[src/rtl/lagd_addr_map_ctrl.sv]
`default_nettype none
// =============================================================================
// lagd_addr_map_ctrl: runtime-programmable address map (shadow/active tables,
// sequential range/overlap checker, registered decode). Rev 1.0
// =============================================================================
module lagd_addr_map_ctrl #(
  parameter int unsigned NumRules   = 8,
  parameter int unsigned AddrWidth  = 48,
  parameter int unsigned IdxWidth   = 8,
  parameter logic [IdxWidth-1:0] DefaultIdx = '0,
  localparam int unsigned RuleWidth = $clog2(NumRules)
) (
  input  logic                 clk_i,
  input  logic                 rst_ni,
  input  logic                 cfg_valid_i,
  output logic                 cfg_ready_o,
  input  logic [RuleWidth-1:0] cfg_rule_i,
  input  logic [AddrWidth-1:0] cfg_start_i,
  input  logic [AddrWidth-1:0] cfg_end_i,
  input  logic [IdxWidth-1:0]  cfg_idx_i,
  input  logic                 cfg_en_i,
  input  logic                 commit_i,
  output logic                 busy_o,
  output logic                 done_o,
  output logic                 err_o,
  output logic [1:0]           err_code_o,
  output logic [RuleWidth-1:0] err_rule_o,
  input  logic                 dec_valid_i,
  input  logic [AddrWidth-1:0] dec_addr_i,
  output logic                 dec_valid_o,
  output logic                 dec_hit_o,
  output logic [IdxWidth-1:0]  dec_idx_o
);

  localparam logic [1:0] StIdle     = 2'd0;
  localparam logic [1:0] StChkRange = 2'd1;
  localparam logic [1:0] StChkOvl   = 2'd2;
  localparam logic [1:0] StApply    = 2'd3;

  localparam logic [RuleWidth-1:0] LastRule  = RuleWidth'(NumRules - 1);
  localparam logic [RuleWidth-1:0] LastPairI = RuleWidth'(NumRules - 2);

  localparam logic [1:0] ErrNone  = 2'd0;
  localparam logic [1:0] ErrRange = 2'd1;
  localparam logic [1:0] ErrOvl   = 2'd2;

  logic [1:0]           state_q, state_d;
  logic [RuleWidth-1:0] ci_q, ci_d, cj_q, cj_d;
  logic                 done_q, done_d;
  logic                 err_q, err_d;
  logic [1:0]           code_q, code_d;
  logic [RuleWidth-1:0] erule_q, erule_d;

  logic [AddrWidth-1:0] sh_start_q  [NumRules];
  logic [AddrWidth-1:0] sh_end_q    [NumRules];
  logic [IdxWidth-1:0]  sh_idx_q    [NumRules];
  logic                 sh_en_q     [NumRules];
  logic [AddrWidth-1:0] act_start_q [NumRules];
  logic [AddrWidth-1:0] act_end_q   [NumRules];
  logic [IdxWidth-1:0]  act_idx_q   [NumRules];
  logic                 act_en_q    [NumRules];

  logic                 dec_valid_q, dec_hit_q;
  logic [IdxWidth-1:0]  dec_idx_q;
  logic                 dec_hit_d;
  logic [IdxWidth-1:0]  dec_idx_d;
  logic [NumRules-1:0]  match;

  logic cfg_hs, rule_ok, range_bad, ovl_bad;

  assign cfg_hs  = cfg_valid_i & cfg_ready_o;
  assign rule_ok = (32'(cfg_rule_i) < NumRules);

  assign range_bad = sh_en_q[ci_q] && (sh_start_q[ci_q] > sh_end_q[ci_q]);
  // Closed intervals: a shared boundary address is an overlap.
  assign ovl_bad   = sh_en_q[ci_q] && sh_en_q[cj_q] &&
                     (sh_start_q[ci_q] <= sh_end_q[cj_q]) &&
                     (sh_start_q[cj_q] <= sh_end_q[ci_q]);

  always_ff @(posedge clk_i or negedge rst_ni) begin
    if (!rst_ni) begin
      state_q <= StIdle;
    end else begin
      state_q <= state_d;
    end
  end

  always_comb begin
    state_d = state_q;
    ci_d    = ci_q;
    cj_d    = cj_q;
    done_d  = 1'b0;
    err_d   = err_q;
    code_d  = code_q;
    erule_d = erule_q;
    case (state_q)
      StIdle: begin
        if (commit_i) begin
          state_d = StChkRange;
          ci_d    = '0;
          err_d   = 1'b0;
          code_d  = ErrNone;
          erule_d = '0;
        end
      end
      StChkRange: begin
        if (range_bad) begin
          state_d = StIdle;
          done_d  = 1'b1;
          err_d   = 1'b1;
          code_d  = ErrRange;
          erule_d = ci_q;
        end else if (ci_q == LastRule) begin
          state_d = StChkOvl;
          ci_d    = '0;
          cj_d    = RuleWidth'(1);
        end else begin
          ci_d = ci_q + RuleWidth'(1);
        end
      end
      StChkOvl: begin
        if (ovl_bad) begin
          state_d = StIdle;
          done_d  = 1'b1;
          err_d   = 1'b1;
          code_d  = ErrOvl;
          erule_d = ci_q;
        end else if (cj_q == LastRule) begin
          if (ci_q == LastPairI) begin
            state_d = StApply;
          end else begin
            ci_d = ci_q + RuleWidth'(1);
            cj_d = ci_q + RuleWidth'(2);
          end
        end else begin
          cj_d = cj_q + RuleWidth'(1);
        end
      end
      StApply: begin
        state_d = StIdle;
        done_d  = 1'b1;
      end
      default: state_d = StIdle;
    endcase
  end

  always_comb begin
    busy_o      = (state_q != StIdle);
    cfg_ready_o = (state_q == StIdle);
  end

  always_ff @(posedge clk_i or negedge rst_ni) begin
    if (!rst_ni) begin
      ci_q    <= '0;
      cj_q    <= '0;
      done_q  <= 1'b0;
      err_q   <= 1'b0;
      code_q  <= ErrNone;
      erule_q <= '0;
    end else begin
      ci_q    <= ci_d;
      cj_q    <= cj_d;
      done_q  <= done_d;
      err_q   <= err_d;
      code_q  <= code_d;
      erule_q <= erule_d;
    end
  end

  always_ff @(posedge clk_i or negedge rst_ni) begin
    if (!rst_ni) begin
      for (int k = 0; k < int'(NumRules); k++) begin
        sh_start_q[k]  <= '0;
        sh_end_q[k]    <= '0;
        sh_idx_q[k]    <= '0;
        sh_en_q[k]     <= 1'b0;
        act_start_q[k] <= '0;
        act_end_q[k]   <= '0;
        act_idx_q[k]   <= '0;
        act_en_q[k]    <= 1'b0;
      end
    end else begin
      if (cfg_hs && rule_ok) begin
        sh_start_q[cfg_rule_i] <= cfg_start_i;
        sh_end_q[cfg_rule_i]   <= cfg_end_i;
        sh_idx_q[cfg_rule_i]   <= cfg_idx_i;
        sh_en_q[cfg_rule_i]    <= cfg_en_i;
      end
      if (state_q == StApply) begin
        for (int k = 0; k < int'(NumRules); k++) begin
          act_start_q[k] <= sh_start_q[k];
          act_end_q[k]   <= sh_end_q[k];
          act_idx_q[k]   <= sh_idx_q[k];
          act_en_q[k]    <= sh_en_q[k];
        end
      end
    end
  end

  for (genvar g = 0; g < int'(NumRules); g++) begin : g_match
    assign match[g] = act_en_q[g] && (act_start_q[g] <= dec_addr_i) &&
                      (dec_addr_i <= act_end_q[g]);
  end

  // Scan high to low so the lowest matching rule number is the one that sticks.
  always_comb begin
    dec_hit_d = |match;
    dec_idx_d = DefaultIdx;
    for (int k = int'(NumRules) - 1; k >= 0; k--) begin
      if (match[k]) dec_idx_d = act_idx_q[k];
    end
  end

  always_ff @(posedge clk_i or negedge rst_ni) begin
    if (!rst_ni) begin
      dec_valid_q <= 1'b0;
      dec_hit_q   <= 1'b0;
      dec_idx_q   <= DefaultIdx;
    end else begin
      dec_valid_q <= dec_valid_i;
      if (dec_valid_i) begin
        dec_hit_q <= dec_hit_d;
        dec_idx_q <= dec_idx_d;
      end
    end
  end

  assign done_o      = done_q;
  assign err_o       = err_q;
  assign err_code_o  = code_q;
  assign err_rule_o  = erule_q;
  assign dec_valid_o = dec_valid_q;
  assign dec_hit_o   = dec_hit_q;
  assign dec_idx_o   = dec_idx_q;

endmodule
`default_nettype wire
[config.mk]
export PLATFORM = sky130hd
export DESIGN_NAME = lagd_addr_map_ctrl
export DESIGN_NICKNAME = d
export VERILOG_FILES = /design/src/rtl/lagd_addr_map_ctrl.sv
export SDC_FILE = /design/constraint.sdc
export NUM_CORES = 2
export LEC_CHECK = 0
export BUFFER_PORTS_ARGS = -buffer_cell sky130_fd_sc_hd__buf_2
export CAP_MARGIN = 10
export CORE_MARGIN = 2
export CORE_UTILIZATION = 60
export CTS_CLUSTER_DIAMETER = 120
export DETAILED_ROUTE_END_ITERATION = 6
export PLACE_DENSITY = 0.76
export SYNTH_ARGS = -nofsm -noshare
export SYNTH_HDL_FRONTEND = slang
export SYNTH_SLANG_ARGS = --single-unit
[constraint.sdc]
create_clock -name clk_i -period 7.73 [get_ports clk_i]
set_input_delay 0.3865 -clock clk_i [delete_from_list [all_inputs] [get_ports clk_i]]
set_output_delay 0.3865 -clock clk_i [all_outputs]
set_load 0.02 [all_outputs]
==> summary.md <==
| Metric | Value |
|---|---|
| Status | `complete, no violations` |
| Iter 0 DRT Violations | `7579` |
| Net Sw Frac | `approximately a third` |
| Crit path setup slack, layout | `1.63 ns` |
| DRC | `0` |
| Dominant cells by area after synthesis | `dfrtp_1 45%, mux2_2 16%, ha_1 12%` |
| Actual slew at the worst max-slew pin | `approximately 1.3 ns` |
| Floorplan row count | `roughly 150` |
| GRT Total Usage | `37.7%` |
| Hold crit path type | `input pin to flop` |
| CTS sink cnt | `1705` |
| Post-route ant nets | `0` |
| Comb pwr share | `32.7%` |
| H-tree levels | `4` |
| Max clock buf depth | `3` |
| Most frequent cells in the layout | `1699 x dfrtp_1, 1335 x mux2_2, 920 x ha_1, 712 x nand2_1, 540 x o21ai_0` |
| Worst Path Required | `8.44 ns` |
| Relative slew slack | `13.0%` |
| Routed WL | `305 mm` |
| P_sw | `0.0119 W` |
| Critical path arrival | `6.81 ns` |
| Core area | `158000 sq um` |
| Hold Vio Cnt, Final | `0` |
| Initial antenna violation count | `24` |
| CP Capture Type | `flop` |
| P_leak | `between 40 and 50 nW` |
| Period Utilization, post-route | `79.0%` |
| Largest net degree at the start of global routing | `231` |
| Port-buffer cells | `179` |
| Biggest area consumer among synthesized cells | `dfrtp_1` |
| Number of global-route vias before repair | `70335` |
| Part of the power in registers | `about two fifths` |
| CP Launch Type | `flop` |
| Wl on met1 | `116 mm` |
| Critical Path Most Common Cell | `nand4_1` |
| YS warnings | `0` |
| Final-report setup violation count | `0` |
| Routed vias | `69088` |
| Top FF cell, synth | `dfrtp_1` |
| CTS tree | `done` |
| Power share of the clock group | `26.2%` |
| Final Util | `67.0%` |
| Max layer used | `met5` |
| Mapped Nets | `8901` |
| Die ar. | `162000 sq um` |
| Drt wl/cell | `29.7 um` |
| Wire length on met3 | `26.3 mm` |
| Layout Nets | `between 9000 and 10000` |
| Setup TNS | `0 ns` |
| Max Clk Rate | `164 MHz` |
| Final Wtd Congestion | `1.00` |
| Final min period | `6.10 ns` |
| CP Cell Sequence | `buf_4, mux4_2, mux2_2, ha_1, nand3_1, nor2_1, nand4_1, nor3_1, nand4_1, a21boi_0, a21oi_4, o221a_1, mux2_1` |
| Die width | `403 um` |
| Syn Inst Count | `a little under 8000` |
| Post-Syn Area | `95600 sq um` |
| Total power | `~0.034 W` |
| Layout cells sized above 1 | `28.4%` |
| DP HPWL | `214 mm` |
| Clk_skew | `0.0498 ns` |
| Commonest non-fill, non-tap cell in the layout | `dfrtp_1` |
| VDD IR-drop max | `between 200 and 300 uV` |
| P_int | `0.0221 W` |
| Yosys cell types | `86` |
| Filler Cell Count | `11451` |
| Root buffer cell | `clkbuf_16` |
| Metal2 WL | `140 mm` |
| RSZ-0062 raised after global routing | `false` |
| WS Path Type | `flop to flop` |
| Detailed Routing Iterations Pass 1 | `6` |
| Synthesized area per cell | `around 12 sq um` |
| Area Growth Syn to Fin | `10.8%` |
| DP Worst Slack | `1.77 ns` |
| Slowest CP cell | `dfrtp_4` |
| Initial core utilization | `60.4%` |
| Post-synth EDFFs | `0` |
| Post-synth top area share | `44.7%` |
| Clock Latency Late Sink | `approximately 0.85 ns` |
| Sequential area share after synthesis | `44.7%` |
| Avg Vias per Cell | `6.74` |
| Pwr Density | `321 nW/um^2` |
| Postcts setup bufs | `0` |
| Ports | `180` |
| MaxCap Viol Count | `0` |
| Total gr overflow | `0` |
| Asr flop ratio synth | `100%` |
| Global-route wire length before repair | `455 mm` |
| CTS buffer count | `about 180` |
| Clock transition at the registers of the reported paths | `0.06 ns` |
| Synth Register Bits | `1705` |
| Max Slew Vio Count | `0` |
| Crit path max fanout | `32` |
| Delay of the slowest critical-path stage | `1.02 ns` |
| Die height | `~400 um` |
## flip-flops by register name (all words and copies together), names as in the netlist, 2 cells and up
name	flops
cj_q	3
sh_start_q	384
ci_q	3
dec_idx_o	8
err_code_o	2
act_idx_q	64
sh_end_q	384
sh_idx_q	64
act_start_q	384
state_q	2
act_end_q	384
sh_en_q	8
act_en_q	8
err_rule_o	3
## per-layer routing
layer	track usage, %	vias up
met4	24.2	18
met3	8.16	920
li1	-	29344
met2	58.7	3429
met1	48.2	35377
met5	0	-
## cell families after synthesis
| group | count (synthesis) | synth area share (%) |
|---|---|---|
| AOI/OAI and AO/OA | 1210 | 7.57 |
| DFF | 1705 | 44.7 |
| and+or+nand+nor | 1319 | 6.41 |
| xor gates and xnor gates | 1 | 0.00917 |
| muxes | 1831 | 26.0 |
| adders and majority gates | 921 | 12.1 |
| buffers and inverters | 832 | 3.29 |
## metrics by stage
stage | hold slack [ns] | area, sq um | instances
6_report | 0.0614 | 106000 | 10252
5_1_grt | 0.0618 | 106000 | 10244
4_1_cts | 0.0212 | 106000 | 10240
3_5_place_dp | 0.466 | 98800 | 9807
3_3_place_gp | 0.461 | 98800 | 9806
2_1_floorplan | 0.0909 | 95600 | 7819
## worst max-delay path, delay by kind of cell, from the launching register on
family / cells / cell delay [ns]
compound gates: 3 / 1.10
simple gates: 5 / 1.60
flops: 1 / 1.02
buf+inv: 1 / 0.60
mux: 3 / 1.28
fa+ha+maj: 1 / 0.33
## final timing paths
check	from	end	cells after the start	slack, ns
max	cj_q[0]	err_code_o[1]	13	1.63
min	commit_i	state_q[1]	4	0.06
max reg2reg	cj_q[0]	err_code_o[1]	13	1.63
min reg2reg	sh_idx_q[7]	act_idx_q[7]	2	0.46
max in group asynchronous	rst_ni	act_end_q[34]	4	5.43
min in group asynchronous	rst_ni	sh_start_q[313]	2	0.19
## cell type report
class | count | area, sq um | share of cell area (%)
multi-input cells | 5282 | 49900 | 47.1
flip-flops and latches | 1705 | 42700 | 40.3
clock buffers | 251 | 5120 | 4.84
repair buffers | 373 | 2910 | 2.75
well taps | 2072 | 2590 | 2.45
inverters | 483 | 1820 | 1.72
clock inverters | 75 | 903 | 0.853
diodes | 11 | 27.5 | 0.0260
## repair_timing
action,CTS,global route
resized for setup,0,0
hold buffers,107,0
endpoints found under the hold margin,956,0
## synthesized netlist by cell type, drive strengths merged, types with 56 or more instances
library cell  number
dfrtp           1705
mux2            1339
ha               921
nand2            712
o21ai            549
inv              483
mux4             388
clkbuf           284
a21oi            281
nand4            198
a21o             109
mux2i            104
nor2             104
nand3             96
buf               65
nor3              56
## power groups by stage
stage,Sequential [W],Combinational [W],Clock (W)
2_1_floorplan,0.0127,0.00787,0
4_1_cts,0.0138,0.0109,0.00895
3_3_place_gp,0.0138,0.0104,0
6_report,0.0140,0.0111,0.00889
3_5_place_dp,0.0140,0.0108,0
5_1_grt,0.0142,0.0118,0.00932
(Power assumes the default switching activity.)
